===== src/rtl/seq_pkg.sv =====
// Shared types and helpers for the frame scheduler and its pattern matcher.
package seq_pkg;

  // Scheduler FSM states.
  typedef enum logic [1:0] {
    IDLE   = 2'd0,
    SHIFT  = 2'd1,
    REPORT = 2'd2
  } state_t;

  // Default pattern: the first received bit is the MSB.
  localparam int                   DEF_PAT_W   = 5;
  localparam logic [DEF_PAT_W-1:0] DEF_PATTERN = 5'b11011;

  // Bits needed to count 0..n-1, never less than one bit.
  function automatic int width_of(input int n);
    return (n < 2) ? 1 : $clog2(n);
  endfunction

endpackage


===== src/rtl/seq_window_match.sv =====
// Bit-serial pattern window: shifts one bit per enabled cycle, tracks how many
// bits have entered since the last clear, and flags a match combinationally
// for the bit being shifted in this cycle. Overlapping matches are reported.
module seq_window_match
  import seq_pkg::*;
#(
  parameter int               PAT_W   = DEF_PAT_W,
  parameter logic [PAT_W-1:0] PATTERN = PAT_W'(DEF_PATTERN)
) (
  input  logic clk,
  input  logic rstn,
  input  logic clear,
  input  logic shift_en,
  input  logic bit_in,
  output logic match
);

  // Seen-bit counter saturates at PAT_W; only "full window" matters.
  localparam int SW = width_of(PAT_W + 1);

  logic [PAT_W-1:0] window_q;
  logic [PAT_W-1:0] window_next;
  logic [SW-1:0]    seen_q;
  logic [SW-1:0]    seen_next;

  // Next window/count and match test against the updated window.
  always_comb begin
    window_next = {window_q[PAT_W-2:0], bit_in};
    seen_next   = (seen_q == SW'(PAT_W)) ? seen_q : seen_q + 1'b1;
    match       = shift_en && (window_next == PATTERN) && (seen_next == SW'(PAT_W));
  end

  // Window and seen count; cleared at each grant so frames never share bits.
  always_ff @(posedge clk) begin
    if (!rstn) begin
      window_q <= '0;
      seen_q   <= '0;
    end else if (clear) begin
      window_q <= '0;
      seen_q   <= '0;
    end else if (shift_en) begin
      window_q <= window_next;
      seen_q   <= seen_next;
    end
  end

endmodule


===== src/rtl/seq_frame_scheduler.sv =====
// Round-robin scheduler that time-shares one serial pattern detector among
// N_REQ requesters. A granted frame is latched, shifted MSB-first through the
// detector, and its saturating match count is reported with a done pulse.
//
// Handshake: req[i] is a level request. The scheduler answers with a one-hot
// gnt that stays high from the first shift cycle through the report cycle;
// frame_data slice i is captured only on the edge that raises gnt[i], so the
// producer may change it or drop req[i] at any time after that edge. A request
// seen while busy simply waits until the scheduler is idle again.
module seq_frame_scheduler
  import seq_pkg::*;
#(
  parameter int               N_REQ     = 4,
  parameter int               FRAME_LEN = 16,
  parameter int               PAT_W     = DEF_PAT_W,
  parameter logic [PAT_W-1:0] PATTERN   = PAT_W'(DEF_PATTERN),
  parameter int               CNT_W     = 5,
  parameter int               IDW       = $clog2(N_REQ)
) (
  input  logic                       clk,
  input  logic                       rstn,
  input  logic [N_REQ-1:0]           req,
  input  logic [N_REQ*FRAME_LEN-1:0] frame_data,
  output logic [N_REQ-1:0]           gnt,
  output logic                       busy,
  output logic                       hit,
  output logic                       done,
  output logic [IDW-1:0]             done_id,
  output logic [CNT_W-1:0]           match_cnt,
  output logic [1:0]                 state_dbg
);

  localparam int                 BCW      = width_of(FRAME_LEN);
  localparam logic [BCW-1:0]     LAST_BIT = BCW'(FRAME_LEN - 1);
  localparam logic [CNT_W-1:0]   CNT_MAX  = '1;
  localparam logic [N_REQ-1:0]   GNT_ONE  = N_REQ'(1);

  state_t               state;
  logic [IDW-1:0]       last_gnt;
  logic [IDW-1:0]       cur_id;
  logic [FRAME_LEN-1:0] frame_q;
  logic [BCW-1:0]       bit_cnt;
  logic [CNT_W-1:0]     cnt_q;

  logic                 pick_valid;
  logic [IDW-1:0]       pick_idx;
  logic [FRAME_LEN-1:0] pick_frame;
  logic [CNT_W-1:0]     cnt_next;
  logic                 win_clear;
  logic                 win_shift;
  logic                 win_match;

  assign state_dbg = state;

  // Round-robin pick: first set request at or after last_gnt+1, wrapping.
  always_comb begin
    pick_valid = 1'b0;
    pick_idx   = '0;
    for (int i = 1; i <= N_REQ; i++) begin
      int cand;
      cand = (int'(last_gnt) + i) % N_REQ;
      if (!pick_valid && req[IDW'(cand)]) begin
        pick_valid = 1'b1;
        pick_idx   = IDW'(cand);
      end
    end
  end

  // Frame slice of the picked requester.
  always_comb begin
    pick_frame = '0;
    for (int i = 0; i < N_REQ; i++) begin
      if (pick_idx == IDW'(i)) pick_frame = frame_data[i*FRAME_LEN +: FRAME_LEN];
    end
  end

  // Detector controls and saturating match counter increment.
  always_comb begin
    win_clear = (state == IDLE) && pick_valid;
    win_shift = (state == SHIFT);
    cnt_next  = (win_match && (cnt_q != CNT_MAX)) ? cnt_q + 1'b1 : cnt_q;
  end

  seq_window_match #(
    .PAT_W   (PAT_W),
    .PATTERN (PATTERN)
  ) u_match (
    .clk      (clk),
    .rstn     (rstn),
    .clear    (win_clear),
    .shift_en (win_shift),
    .bit_in   (frame_q[FRAME_LEN-1]),
    .match    (win_match)
  );

  // Scheduler FSM with all outputs registered.
  always_ff @(posedge clk) begin
    if (!rstn) begin
      state     <= IDLE;
      gnt       <= '0;
      busy      <= 1'b0;
      hit       <= 1'b0;
      done      <= 1'b0;
      done_id   <= '0;
      match_cnt <= '0;
      bit_cnt   <= '0;
      frame_q   <= '0;
      cnt_q     <= '0;
      cur_id    <= '0;
      last_gnt  <= IDW'(N_REQ - 1);
    end else begin
      hit  <= 1'b0;
      done <= 1'b0;
      case (state)
        IDLE: begin
          if (pick_valid) begin
            gnt      <= GNT_ONE << pick_idx;
            busy     <= 1'b1;
            frame_q  <= pick_frame;
            bit_cnt  <= '0;
            cnt_q    <= '0;
            cur_id   <= pick_idx;
            last_gnt <= pick_idx;
            state    <= SHIFT;
          end
        end
        SHIFT: begin
          frame_q <= frame_q << 1;
          hit     <= win_match;
          cnt_q   <= cnt_next;
          bit_cnt <= bit_cnt + 1'b1;
          if (bit_cnt == LAST_BIT) begin
            done      <= 1'b1;
            done_id   <= cur_id;
            match_cnt <= cnt_next;
            state     <= REPORT;
          end
        end
        REPORT: begin
          gnt   <= '0;
          busy  <= 1'b0;
          state <= IDLE;
        end
        default: begin
          gnt   <= '0;
          busy  <= 1'b0;
          state <= IDLE;
        end
      endcase
    end
  end

endmodule


===== config.mk =====
export PLATFORM = sky130hd
export DESIGN_NAME = seq_frame_scheduler
export DESIGN_NICKNAME = d
export VERILOG_FILES = /design/src/rtl/seq_pkg.sv /design/src/rtl/seq_window_match.sv /design/src/rtl/seq_frame_scheduler.sv
export SDC_FILE = /design/constraint.sdc
export NUM_CORES = 1
export LEC_CHECK = 0
export BUFFER_PORTS_ARGS = -buffer_cell sky130_fd_sc_hd__buf_2
export CORE_AREA = 2 2 99 101
export CTS_BUF_LIST = sky130_fd_sc_hd__clkbuf_4
export CTS_CLUSTER_SIZE = 16
export DETAILED_ROUTE_END_ITERATION = 8
export DIE_AREA = 0 0 101 103
export REMOVE_ABC_BUFFERS = 1
export SYNTH_ARGS = -nofsm -noshare
export SYNTH_HDL_FRONTEND = slang
export SYNTH_SLANG_ARGS = --single-unit

===== constraint.sdc =====
create_clock -name clk -period 1.85 [get_ports clk]
set_input_delay 0.185 -clock clk [delete_from_list [all_inputs] [get_ports clk]]
set_output_delay 0.185 -clock clk [all_outputs]
set_load 0.005 [all_outputs]

Word level (Yosys, flattened, before mapping)
Cells that the tools add are included.
W data, S select, Z words.

storage, ports and cells
  register bits after elaboration = 52
  input port bits = 70
  output and inout port bits = 16
  logic and storage cells = 99

cells by class
  add/subtract/negate cells = 7
  $lt $le $gt $ge = 4
  eq/ne operators = 11
  shifts and indexed selects = 1
  muxes and demuxes = 40
  bitwise logic cells = 2
  reductions and logical operators = 20

operators with widths
  cell                   count
  $mux W16               5
  $pmux W16 S2           1
  $lt A2 B4 Y1 const B   4
  $pmux W4 S2            2
  $mux W1                14
  $mux W2                6
  $reduce_and A2 Y1      6
  $mux W5                2
  $pmux W5 S2            1
  $bmux W1 S2            4
  $mux W4                2
  $logic_and A1 B1 Y1    7
  $eq A3 B3 Y1 const B   2
  $add A5 B1 Y5 const B  1
  $eq A5 B5 Y1 const B   1
  $ne A5 B5 Y1 const B   1
  $add A2 B1 Y2 const B  2
  $add A2 B2 Y2 const B  2
  $add A4 B1 Y4 const B  1
  $eq A2 B1 Y1 const B   2
  $eq A2 B2 Y1 const B   2
  $eq A4 B4 Y1 const B   1
  $logic_not A2 Y1       2
  $ne A2 B2 Y1 const B   2
  9 further kinds        12

Logic depth before layout (Yosys ltp)
Gate-level depths: netlist (run 1).

  depth after elaboration = 21
  gate-level depth with buffers = 7
  gate-level depth less buffers = 7

Hierarchy
A second synthesis (run 1) with hierarchy kept.

second synthesis, totals
  cells, all modules = 312
  area total of the unflattened synthesis = 2910.3 um2

by module, submodules not included
  module               times used  cells an instance  area each (um2)  sequential area each (um2)
  seq_frame_scheduler  1           275                2542.4           900.9
  seq_window_match     1           37                 367.9            140.1

Least setup slack after synthesis (run 1)
OpenSTA, ideal clock, no wires.

  kind = reg-to-reg
  start = reg cnt_q[0]
  end = reg match_cnt[1]
  library setup time = 123 ps
  arrival = 1606 ps
  data required time = 1727 ps
  path slack = 121 ps
  stages on the path, launching flop included = 7
  buffers on the path = 0
  period minus slack after synthesis = 1729 ps
  cell sequence = dfxtp_1 > ha_1 > and3_1 > ha_1 > nor4_4 > mux2i_1 > a21oi_1

between the ends
  longest elaborated chain between the ends = 3
  elaborated cells on any way between the ends = 4
  those cells by class = add/sub: 1; eq/ne: 1; mux: 1; reduce/logical: 1

RTL lines
  item                                                   RTL line                    text
  from (decl)                                            seq_frame_scheduler.sv:43   logic [CNT_W-1:0] cnt_q;
  from (signal assigned)                                 seq_frame_scheduler.sv:130  cnt_q <= cnt_next;
  branches (longest 2 deep; another with $add A5 B1 Y5)  -
  $mux W5 (*)                                            seq_frame_scheduler.sv:81   cnt_next = (win_match && (cnt_q != CNT_MAX)) ? cnt_q + 1'b1 : cnt_q;
  to (signal assigned)                                   seq_frame_scheduler.sv:135  match_cnt <= cnt_next;
  to (decl)                                              seq_frame_scheduler.sv:29   output logic [CNT_W-1:0] match_cnt,

Every way passes the cells marked *.
A chain may end at the register's enable or synchronous reset.

Worst setup path in the final report (run 1)
  start = reg u_match.seen_q[1]
  end = reg match_cnt[2]

between the ends
  longest elaborated chain between the ends = 6
  elaborated cells on any way between the ends = 7
  those cells by class = add/sub: 1; eq/ne: 2; mux: 2; reduce/logical: 2

RTL lines
  item                                                  RTL line                   text
  from (decl)                                           seq_window_match.sv:23     logic [SW-1:0] seen_q;
  from (signal assigned)                                seq_window_match.sv:43     seen_q <= seen_next;
  $add A3 B1 Y3 / $eq A3 B3 Y1 (equally long branches)  seq_window_match.sv:29     seen_next = (seen_q == SW'(PAT_W)) ? seen_q : seen_q + 1'b1;
  $mux W3 (*)                                           seq_window_match.sv:29
  $eq A3 B3 Y1 (*)                                      seq_window_match.sv:30     match = shift_en && (window_next == PATTERN) && (seen_next == SW'(PAT_W));
  $logic_and A1 B1 Y1 (*)                               seq_window_match.sv:30
  $logic_and A1 B1 Y1 (*)                               seq_frame_scheduler.sv:81
  $mux W5 (*)                                           seq_frame_scheduler.sv:81

Mark *: on every way between the ends. The rest lies on a longest branch, timed or not.

==> results of run 1 <==
==> cell families (layout without fill, tap and decap cells) <==
family / after synthesis / in the layout / synth area share
AO/OA/AOI/OAI: 77 / 77 / 0.2073
XOR/XNOR: 3 / 3 / 0.009508
buffers and inverters: 25 / 116 / 0.04798
adder cells (fa/ha/maj): 5 / 5 / 0.02263
multiplexers: 37 / 37 / 0.1340
flip-flops: 52 / 52 / 0.3766
AND/OR/NAND/NOR: 106 / 106 / 0.2019
==> through the flow <==
stage	hold slack, ps	cells	utilization
after floorplan	256.8	285	-
after global placement	443.0	499	0.3595
after detailed placement	446.2	499	0.3595
after CTS	76.03	507	0.3712
after global routing	92.13	510	0.3808
final	91.01	510	0.3808
==> power by group <==
| group | switching, mW | internal [mW] |
|---|---|---|
| sequential | 0.0481 | 1.20 |
| clock | 0.382 | 0.426 |
| combinational | 0.273 | 0.273 |
| total | 0.703 | 1.90 |
==> per-layer routing <==
layer	up-vias	track usage	part of all wire
met2	69	0.2313	0.48
li1	1307	-	-
met4	0	0.03742	0.011
met1	1167	0.1600	0.46
met5	-	0	0
met3	8	0.02305	0.045
==> sequential cells by signal (all words and copies together), names as in the netlist, 2 cells and up <==
signal	cells
done_id	2
gnt	4
frame_q	16
bit_cnt	4
u_match.seen_q	3
cur_id	2
cnt_q	5
u_match.window_q	4
match_cnt	5
last_gnt	2
state_dbg	2
==> how the worst max path moves through the flow <==
stage | end | from
finish | match_cnt[2]$_SDFFE_PN0P_ | u_match.seen_q[1]$_SDFFE_PP0P_
global route | match_cnt[1]$_SDFFE_PN0P_ | u_match.seen_q[1]$_SDFFE_PP0P_
CTS | match_cnt[2]$_SDFFE_PN0P_ | cnt_q[1]$_SDFFE_PN0P_
detailed placement | match_cnt[1]$_SDFFE_PN0P_ | cnt_q[1]$_SDFFE_PN0P_
global placement | match_cnt[2]$_SDFFE_PN0P_ | u_match.seen_q[1]$_SDFFE_PP0P_
floorplan | frame_q[0]$_SDFFE_PN0P_ | req[0]
==> cell usage in the layout, fill, tap and decap left out, drive strengths merged, types with 2 or more instances in the layout <==
cell and instances:
buf 103, dfxtp 52, nand2 41, mux2i 37, nor2 22, a21oi 22, o221ai 16, a22o 15
nand3 11, o21ai 9, nand2b 6, inv 6, nor4 6, clkbuf 5, ha 5, nor2b 4
o211ai 4, or3 3, a21o 3, xnor2 3, nand4 2, nand3b 2, a211oi 2, bufinv 2
and3 2, or2 2, a31oi 2
==> critical path, delay by kind of cell (launching register included) <==
family                   cells  cell delay [ps]
AO/OA/AOI/OAI                2              620
adder cells (fa/ha/maj)      1              160
buffers and inverters        1               60
flip-flops                   1              370
AND/OR/NAND/NOR              3              480
==> layout make-up <==
class,instances,area [µm²],share of cell area
clock buffers,5,37.54,0.01042
inverters,5,18.77,0.005210
flip-flops and latches,52,1051,0.2918
clock inverters,3,68.82,0.01910
multi-input cells,228,1673,0.4644
repair buffers,103,610.6,0.1695
well taps,114,142.6,0.03960
==> what timing repair did <==
item,4_1_cts,5_1_grt
pin swaps,2,4
setup buffers,0,3
setup endpoints to repair,7,11
resized for setup,2,15
==> results.cfg, run 1 <==
[min_path]
hold_depth = 3
hold_end = frame_q[15]$_SDFFE_PN0P_
min-delay-start = frame_data[15]
min_path_type = in -> reg

[logic_synthesis]
synthCells = 305
synth.most_common_cell = dfxtp_1
yosysUniqueCellTypes = 44
synthTopCellsByArea = dfxtp_1 (38%), mux2i_1 (13%), nand2_1 (5.6%)
ys_ff_latch = 52
ys_warn_count = 0
synth_top_area_cell = dfxtp_1
synth_edf_count = 0
syn_area_um2 = 2764
synth.yosys.seq_area_share = 0.3766
avgSynthCellArea_um2 = 9.062
yosys-top-cells-count = dfxtp_1 (52), nand2_1 (41), mux2i_1 (37)
synthArstFlopShare = 0
yosys.area.top_type_share = 0.3766
synthFlopType = dfxtp_1

[grt]
antenna_found_initial = 0
track_usage = 0.1295
grt_pass1_wl_um = 10980
grt_overflow = 0
grt_max_degree = 36
grt_pass1_vias = 2472

[critical_path]
worstPathMaxFanout = 5
cp.required_ps = 2130
cp-start-kind = register
slowest_stage = dfxtp_2
reg2reg_to = match_cnt[2]$_SDFFE_PN0P_
critPathCaptureType = register
timing.rr.start = u_match.seen_q[1]$_SDFFE_PP0P_
slowest_delay_ps = 370
path_cells = inv_1 > ha_4 > and4b_1 > a31oi_4 > nor4_4 > and3_1 > o31a_1
r2r_cells = 7
crit_type = reg -> reg
arrival_ps = 2050
regToRegSetupSlack_ps = 80

[floorplanning]
core_area_um2 = 9459
die_area_um2 = 10400
row_count = 36
die_h_um = 103
die_w_um = 101
initial_core_util = 0.2922
io_pins = 86

[placement]
post_dp_cell_area_um2 = 3401
dp_hpwl_um = 4906
pre_cts_ws_ps = -25.65
portBuffers = 85
place_congestion = 0.7833

[pwr]
power_mw = 2.599
p_per_area_nw_per_um2 = 721.6
p_leak_nw = 1.517
ir_drop_mv = 0.3338

[sta]
setup_tns_ps = 0
setup_viol = 0
hold_viol_final = 0
worst_slack_ps = 79.01
fmax_mhz = 564.7
slew_viol_final = 0
relSlewSlack = 0.7244
rsz0062_at_grt = no
clock_skew_ps = 24.15
min_period_over_period = 0.9573
min_period_ps = 1771
worst_pin_slew_ps = 412.9

[cts]
numCtsBuffers = 5
hold_buffers = 0
root_buffer = clkbuf_4
cts_tree = yes
clk_latency_ps = 380
clk_path_buf_depth = 2
cts.sinks = 52
htreeDepth = 2
clkTransAtPathRegs_ps = 170

[final_layout]
antenna_cells = 0
post-route-cell-area_um2 = 3602
drive_gt1_frac = 0.3308
fin_nets = 470
areaGrowthSynthToFinish_pct = 30.33
fillers = 946

[drt]
wl_per_cell_um = 12.96
drt_iter0_drc = 48
routed_via_density = 5.002
dr.pass1.iters = 4
drc_errors = 0
vias = 2551
drtAntennaViolNets = 0
drt_wl_total_um = 6610

[run_status]
outcome = completed

[flow_run]
max_cap_violations = 0
No activity file was read; power rests on OpenSTA's default activity.
==> inputs of run 2 (changes only) <==
--- a/config.mk
+++ b/config.mk
@@ -5,12 +5,13 @@
 export SDC_FILE = /design/constraint.sdc
 export NUM_CORES = 1
 export LEC_CHECK = 0
+export ABC_AREA = 1
 export BUFFER_PORTS_ARGS = -buffer_cell sky130_fd_sc_hd__buf_2
-export CORE_AREA = 2 2 99 101
+export CORE_AREA = 2 2 105 107
 export CTS_BUF_LIST = sky130_fd_sc_hd__clkbuf_4
 export CTS_CLUSTER_SIZE = 16
 export DETAILED_ROUTE_END_ITERATION = 8
-export DIE_AREA = 0 0 101 103
+export DIE_AREA = 0 0 107 109
 export REMOVE_ABC_BUFFERS = 1
 export SYNTH_ARGS = -nofsm -noshare
 export SYNTH_HDL_FRONTEND = slang
==> results.cfg, run 2 <==
[pwr]
power_mw = 7.659
ir_drop_mv = 0.7535
p_per_area_nw_per_um2 = 1722
p_leak_nw = 2.067

[floorplanning]
die_h_um = 109
die_area_um2 = 11660
io_pins = 86
die_w_um = 107
core_area_um2 = 10600
initial_core_util = 0.2896
row_count = 38

[critical_path]
cp-start-kind = register
worstPathMaxFanout = 8
worst_path_most_repeated_cell = nand2_1
arrival_ps = 2330
path_buf_inv = 2
cp.required_ps = 2190
slowest_stage = dfxtp_4
crit_type = reg -> reg
critPathCaptureType = register
critPathTopFamily = simple AND/OR/NAND/NOR gates
slowest_delay_ps = 410
path_cells = buf_12 > nand2_1 > nand3_1 > nand2_1 > nor2_1 > a21oi_4 > nand2_2 > nor2_4 > buf_12 > nor2_8 > nand2_1 > nand2_1 > nand3_1 > a21oi_1

[logic_synthesis]
synth.yosys.seq_area_share = 0.3390
synthMuxAreaShare = 0
synth_xor_area_frac = 0.01141
synth_fa_ha_area_frac = 0.02037
synth_top_area_cell = dfxtp_1
ys_warn_count = 0
avgSynthCellArea_um2 = 6.748
synthArstFlopShare = 0
synth-simple-area-share = 0.3472
synth_edf_count = 0
synthFlopType = dfxtp_1
yosys.area.top_type_share = 0.3390
ys_ff_latch = 52
synthCells = 455
synthTopCellsByArea = dfxtp_1 (34%), nand2_1 (15%), inv_1 (6.5%)
synth.most_common_cell = nand2_1
syn_area_um2 = 3070
yosys-top-cells-count = nand2_1 (119), inv_1 (53), dfxtp_1 (52)
synth_top_family_by_area = simple AND/OR/NAND/NOR gates
synth_compound_area_frac = 0.1683
yosysUniqueCellTypes = 36

[grt]
grt_pass1_wl_um = 14040
grt_overflow = 0
grt_pass1_vias = 3071
grt_max_degree = 27
track_usage = 0.1494
antenna_found_initial = 0

[cts]
htreeDepth = 2
numCtsBuffers = 5
clk_latency_ps = 400
clk_path_buf_depth = 2
root_buffer = clkbuf_4
cts_tree = yes
clkTransAtPathRegs_ps = 180
cts.sinks = 52
hold_buffers = 0

[placement]
dp_cells = 699
pre_cts_ws_ps = -140.1
post_dp_cell_area_um2 = 3837
portBuffers = 85
place_congestion = 0.7696
dp_hpwl_um = 6216

[run_status]
outcome = complete, but fails checks
violations = negative setup slack

[sta]
hold_viol_final = 0
worst_slack_ps = -136.1
slew_viol_final = 0
rsz0062_at_grt = yes
min_period_over_period = 1.074
min_period_ps = 1986
setup_tns_ps = -2385
setup_viol = 32
clock_skew_ps = 29.00
fmax_mhz = 503.5
worst_pin_slew_ps = 402.0
relSlewSlack = 0.7320

[final_layout]
antenna_cells = 0
areaGrowthSynthToFinish_pct = 44.87
largest_reg_flops = 16
post-route-cell-area_um2 = 4448
top_register = frame_q
drive_gt1_frac = 0.4089
layout_commonest_cell = nand2_1
layout_common_cells = nand2_1 (95), buf_2 (85), inv_1 (48), dfxtp_1 (48)
fin_nets = 656
largest_registers = frame_q x16, cnt_q x5, match_cnt x5
stdcell_count = 722

[drt]
drc_errors = 0
routed_via_density = 4.633
dr.pass1.iters = 4
wl_per_cell_um = 12.48
drtAntennaViolNets = 0
drt_iter0_drc = 204
drt_wl_total_um = 9009
vias = 3345

[min_path]
min_path_type = in -> reg

[flow_run]
max_cap_violations = 0
run 2: changes by cell type after synthesis, sizes merged, moves of 22 or more:
cell   delta
a21oi    +22
inv      +56
nand2    +85
mux2i    -37
nor2     +24
run 2: cell type report:
cell class              count  area [µm²]
flip-flops and latches     52        1054
multi-input cells         326        2037
clock buffers               5       37.54
clock inverters             3       26.28
fillers                  1102        6155
well taps                 140       175.2
repair buffers            134       869.6
inverters                  62       249.0
run 2: worst paths after layout:
path | cells after the start | slack (ps) | end | startpoint
max | 14 | -140 | frame_q[0]$_SDFFE_PN0P_ | last_gnt[0]$_SDFFE_PN1P_
min | 5 | 120 | frame_q[7]$_SDFFE_PN0P_ | frame_data[23]
max reg2reg | 14 | -140 | frame_q[0]$_SDFFE_PN0P_ | last_gnt[0]$_SDFFE_PN1P_
min reg2reg | 2 | 460 | u_match.window_q[2]$_SDFFE_PP0P_ | u_match.window_q[1]$_SDFFE_PP0P_
run 2: worst min-delay path, cell delays in order:
cell and delay, ps:
buf_2 70, nand2_1 40, nand3_1 60, a21oi_1 60
nor2_1 80
run 2: stage by stage:
stage	utilization	hold slack (ps)
after global placement	0.3619	449.7
after global routing	0.4195	113.4
after CTS	0.3917	97.46
after floorplan	-	283.7
final	0.4195	122.0
after detailed placement	0.3619	455.8
run 2: routing by layer:
metal / part of all wire / vias to the layer above / GRT usage
met1: 0.43 / 1539 / 0.1861
met3: 0.043 / 9 / 0.02690
li1: - / 1732 / -
met2: 0.52 / 65 / 0.2680
met4: 0.0095 / 0 / 0.03525
met5: 0 / - / 0
run 2: cells by family (layout without fill, tap and decap cells):
family / after synthesis / after routing
buffers and inverters: 79 / 204
DFF: 52 / 52
adders and majority gates: 5 / 5
xor gates and xnor gates: 4 / 4
and+or+nand+nor: 224 / 226
AOI/OAI and AO/OA: 91 / 91
run 2: power by group:
group	switching [mW]	internal, mW
Clock	0.397	0.159
Sequential	0.123	1.35
Combinational	3.20	2.43
run 2: what timing repair did:
item / CTS / global route
buffers inserted: 9 / 4
pin swaps: 23 / 25
resized for setup: 39 / 72
gates cloned: 2 / 0
setup endpoints to repair: 41 / 46
==> inputs of run 3 (changes only) <==
--- a/config.mk
+++ b/config.mk
@@ -7,12 +7,16 @@
 export LEC_CHECK = 0
 export ABC_AREA = 1
 export BUFFER_PORTS_ARGS = -buffer_cell sky130_fd_sc_hd__buf_2
+export CELL_PAD_IN_SITES_DETAIL_PLACEMENT = 1
+export CELL_PAD_IN_SITES_GLOBAL_PLACEMENT = 1
 export CORE_AREA = 2 2 105 107
 export CTS_BUF_LIST = sky130_fd_sc_hd__clkbuf_4
 export CTS_CLUSTER_SIZE = 16
 export DETAILED_ROUTE_END_ITERATION = 8
 export DIE_AREA = 0 0 107 109
+export PLACE_DENSITY_LB_ADDON = 0.1
 export REMOVE_ABC_BUFFERS = 1
+export SKIP_LAST_GASP = 1
 export SYNTH_ARGS = -nofsm -noshare
 export SYNTH_HDL_FRONTEND = slang
 export SYNTH_SLANG_ARGS = --single-unit
==> results.cfg, run 3 (synthesis gave the netlist of run 2 again) <==
[run_status]
outcome = complete, but fails checks
violations = negative setup slack

[drt]
routed_via_density = 4.675
drt_wl_total_um = 10180
drc_errors = 0
vias = 3413
drt_iter0_drc = 81
drtAntennaViolNets = 0
wl_per_cell_um = 13.95
dr.pass1.iters = 4

[placement]
place_congestion = 0.7427
dp_cells = 698
portBuffers = 85
dp_hpwl_um = 7701

[grt]
grt_max_degree = 30
track_usage = 0.1786
grt_pass1_wl_um = 16560
grt_pass1_vias = 3551
antenna_found_initial = 1
grt_overflow = 0

[critical_path]
worstPathMaxFanout = 7
arrival_ps = 2320
cp-start-kind = register
crit_type = reg -> reg
critPathCaptureType = register
cp.required_ps = 2140
r2r_cells = 16

[final_layout]
fin_nets = 664
drive_gt1_frac = 0.4254
stdcell_count = 730
top_register = frame_q
antenna_cells = 0
largest_registers = frame_q x16, cnt_q x5, match_cnt x5
layout_commonest_cell = nand2_1
fillers = 1376
largest_reg_flops = 16
layout_common_cells = nand2_1 (90), buf_2 (85), inv_1 (50)
areaGrowthSynthToFinish_pct = 50.41

[cts]
cts.sinks = 52
clk_latency_ps = 370
htreeDepth = 2
root_buffer = clkbuf_4
hold_buffers = 0
clk_path_buf_depth = 2
clkTransAtPathRegs_ps = 150
cts_tree = yes
numCtsBuffers = 5

[floorplanning]
core_area_um2 = 10600
die_h_um = 109
die_w_um = 107
initial_core_util = 0.2896
die_area_um2 = 11660
row_count = 38
io_pins = 86

[min_path]
min_path_type = in -> reg
hold_depth = 5

[pwr]
p_per_area_nw_per_um2 = 1834
power_mw = 8.472
ir_drop_mv = 0.7975
p_leak_nw = 2.178

[sta]
worst_pin_slew_ps = 294.3
hold_ws_ps = 132.1
hold_viol_final = 0
fmax_mhz = 492.1
relSlewSlack = 0.8038
min_period_ps = 2032
slew_viol_final = 0
min_period_over_period = 1.098
rsz0062_at_grt = yes
clock_skew_ps = 3.452
setup_viol = 32
worst_slack_ps = -182.2

[flow_run]
max_cap_violations = 0
-- run 3: power by group --
| group | leakage [nW] | total [mW] | internal [mW] | switching [mW] |
|---|---|---|---|---|
| logic | 1.71 | 6.32 | 2.88 | 3.45 |
| registers | 0.426 | 1.47 | 1.35 | 0.125 |
| clock network | 0.0456 | 0.675 | 0.299 | 0.376 |
-- run 3: final timing paths --
path                             endpoint  slack (ps)                      from
setup reg to reg  frame_q[6]$_SDFFE_PN0P_        -180  last_gnt[0]$_SDFFE_PN1P_
hold reg to reg         busy$_SDFFE_PN0P_         470         busy$_SDFFE_PN0P_
setup / recovery  frame_q[6]$_SDFFE_PN0P_        -180  last_gnt[0]$_SDFFE_PN1P_
hold / removal    frame_q[9]$_SDFFE_PN0P_         130            frame_data[25]
-- run 3: area by class of cell --
type | count | area, µm² | area share
repair buffers | 144 | 1033 | 0.2238
clock buffers | 6 | 45.04 | 0.009753
well taps | 140 | 175.2 | 0.03793
inverters | 62 | 256.5 | 0.05554
clock inverters | 2 | 35.03 | 0.007586
flip-flops and latches | 52 | 1054 | 0.2281
multi-input cells | 324 | 2019 | 0.4373
-- run 3: what timing repair did --
item | in CTS | in global routing
pin swaps | 30 | 21
setup endpoints to repair | 44 | 46
cloned | 1 | 1
setup buffers | 18 | 7
gates resized for setup | 65 | 70
-- run 3: routing by layer --
metal  up-vias  global-route usage  wire length, µm
met5         -                   0                0
met4         0             0.03711               94
met2        51              0.3317             5168
met3        10             0.03168              340
met1      1602              0.2157             4579
li1       1750                   -                -
-- run 3: per-stage QoR --
step / setup TNS [ps] / area (µm²) / utilization / setup WS (ps)
floorplan: -7747 / 2954 / - / -356.1
global placement: -3210 / 3867 / 0.3648 / -167.4
detailed placement: -5835 / 3867 / 0.3648 / -210.3
CTS: -2592 / 4323 / 0.4077 / -132.2
global route: -7731 / 4618 / 0.4356 / -304.7
finish: -3675 / 4618 / 0.4356 / -182.2
-- run 3: critical path, stage by stage (launching register included) --
cell	delay, ps
dfxtp_4	400
buf_8	140
nand2_4	60
nand2_4	60
nand2_4	90
nand2_8	70
nor2_4	140
buf_6	120
nand3b_4	90
nand2_8	140
buf_12	120
nor2_8	30
buf_12	140
nand2_1	50
nand3_1	60
a21oi_1	150
nor2_1	60
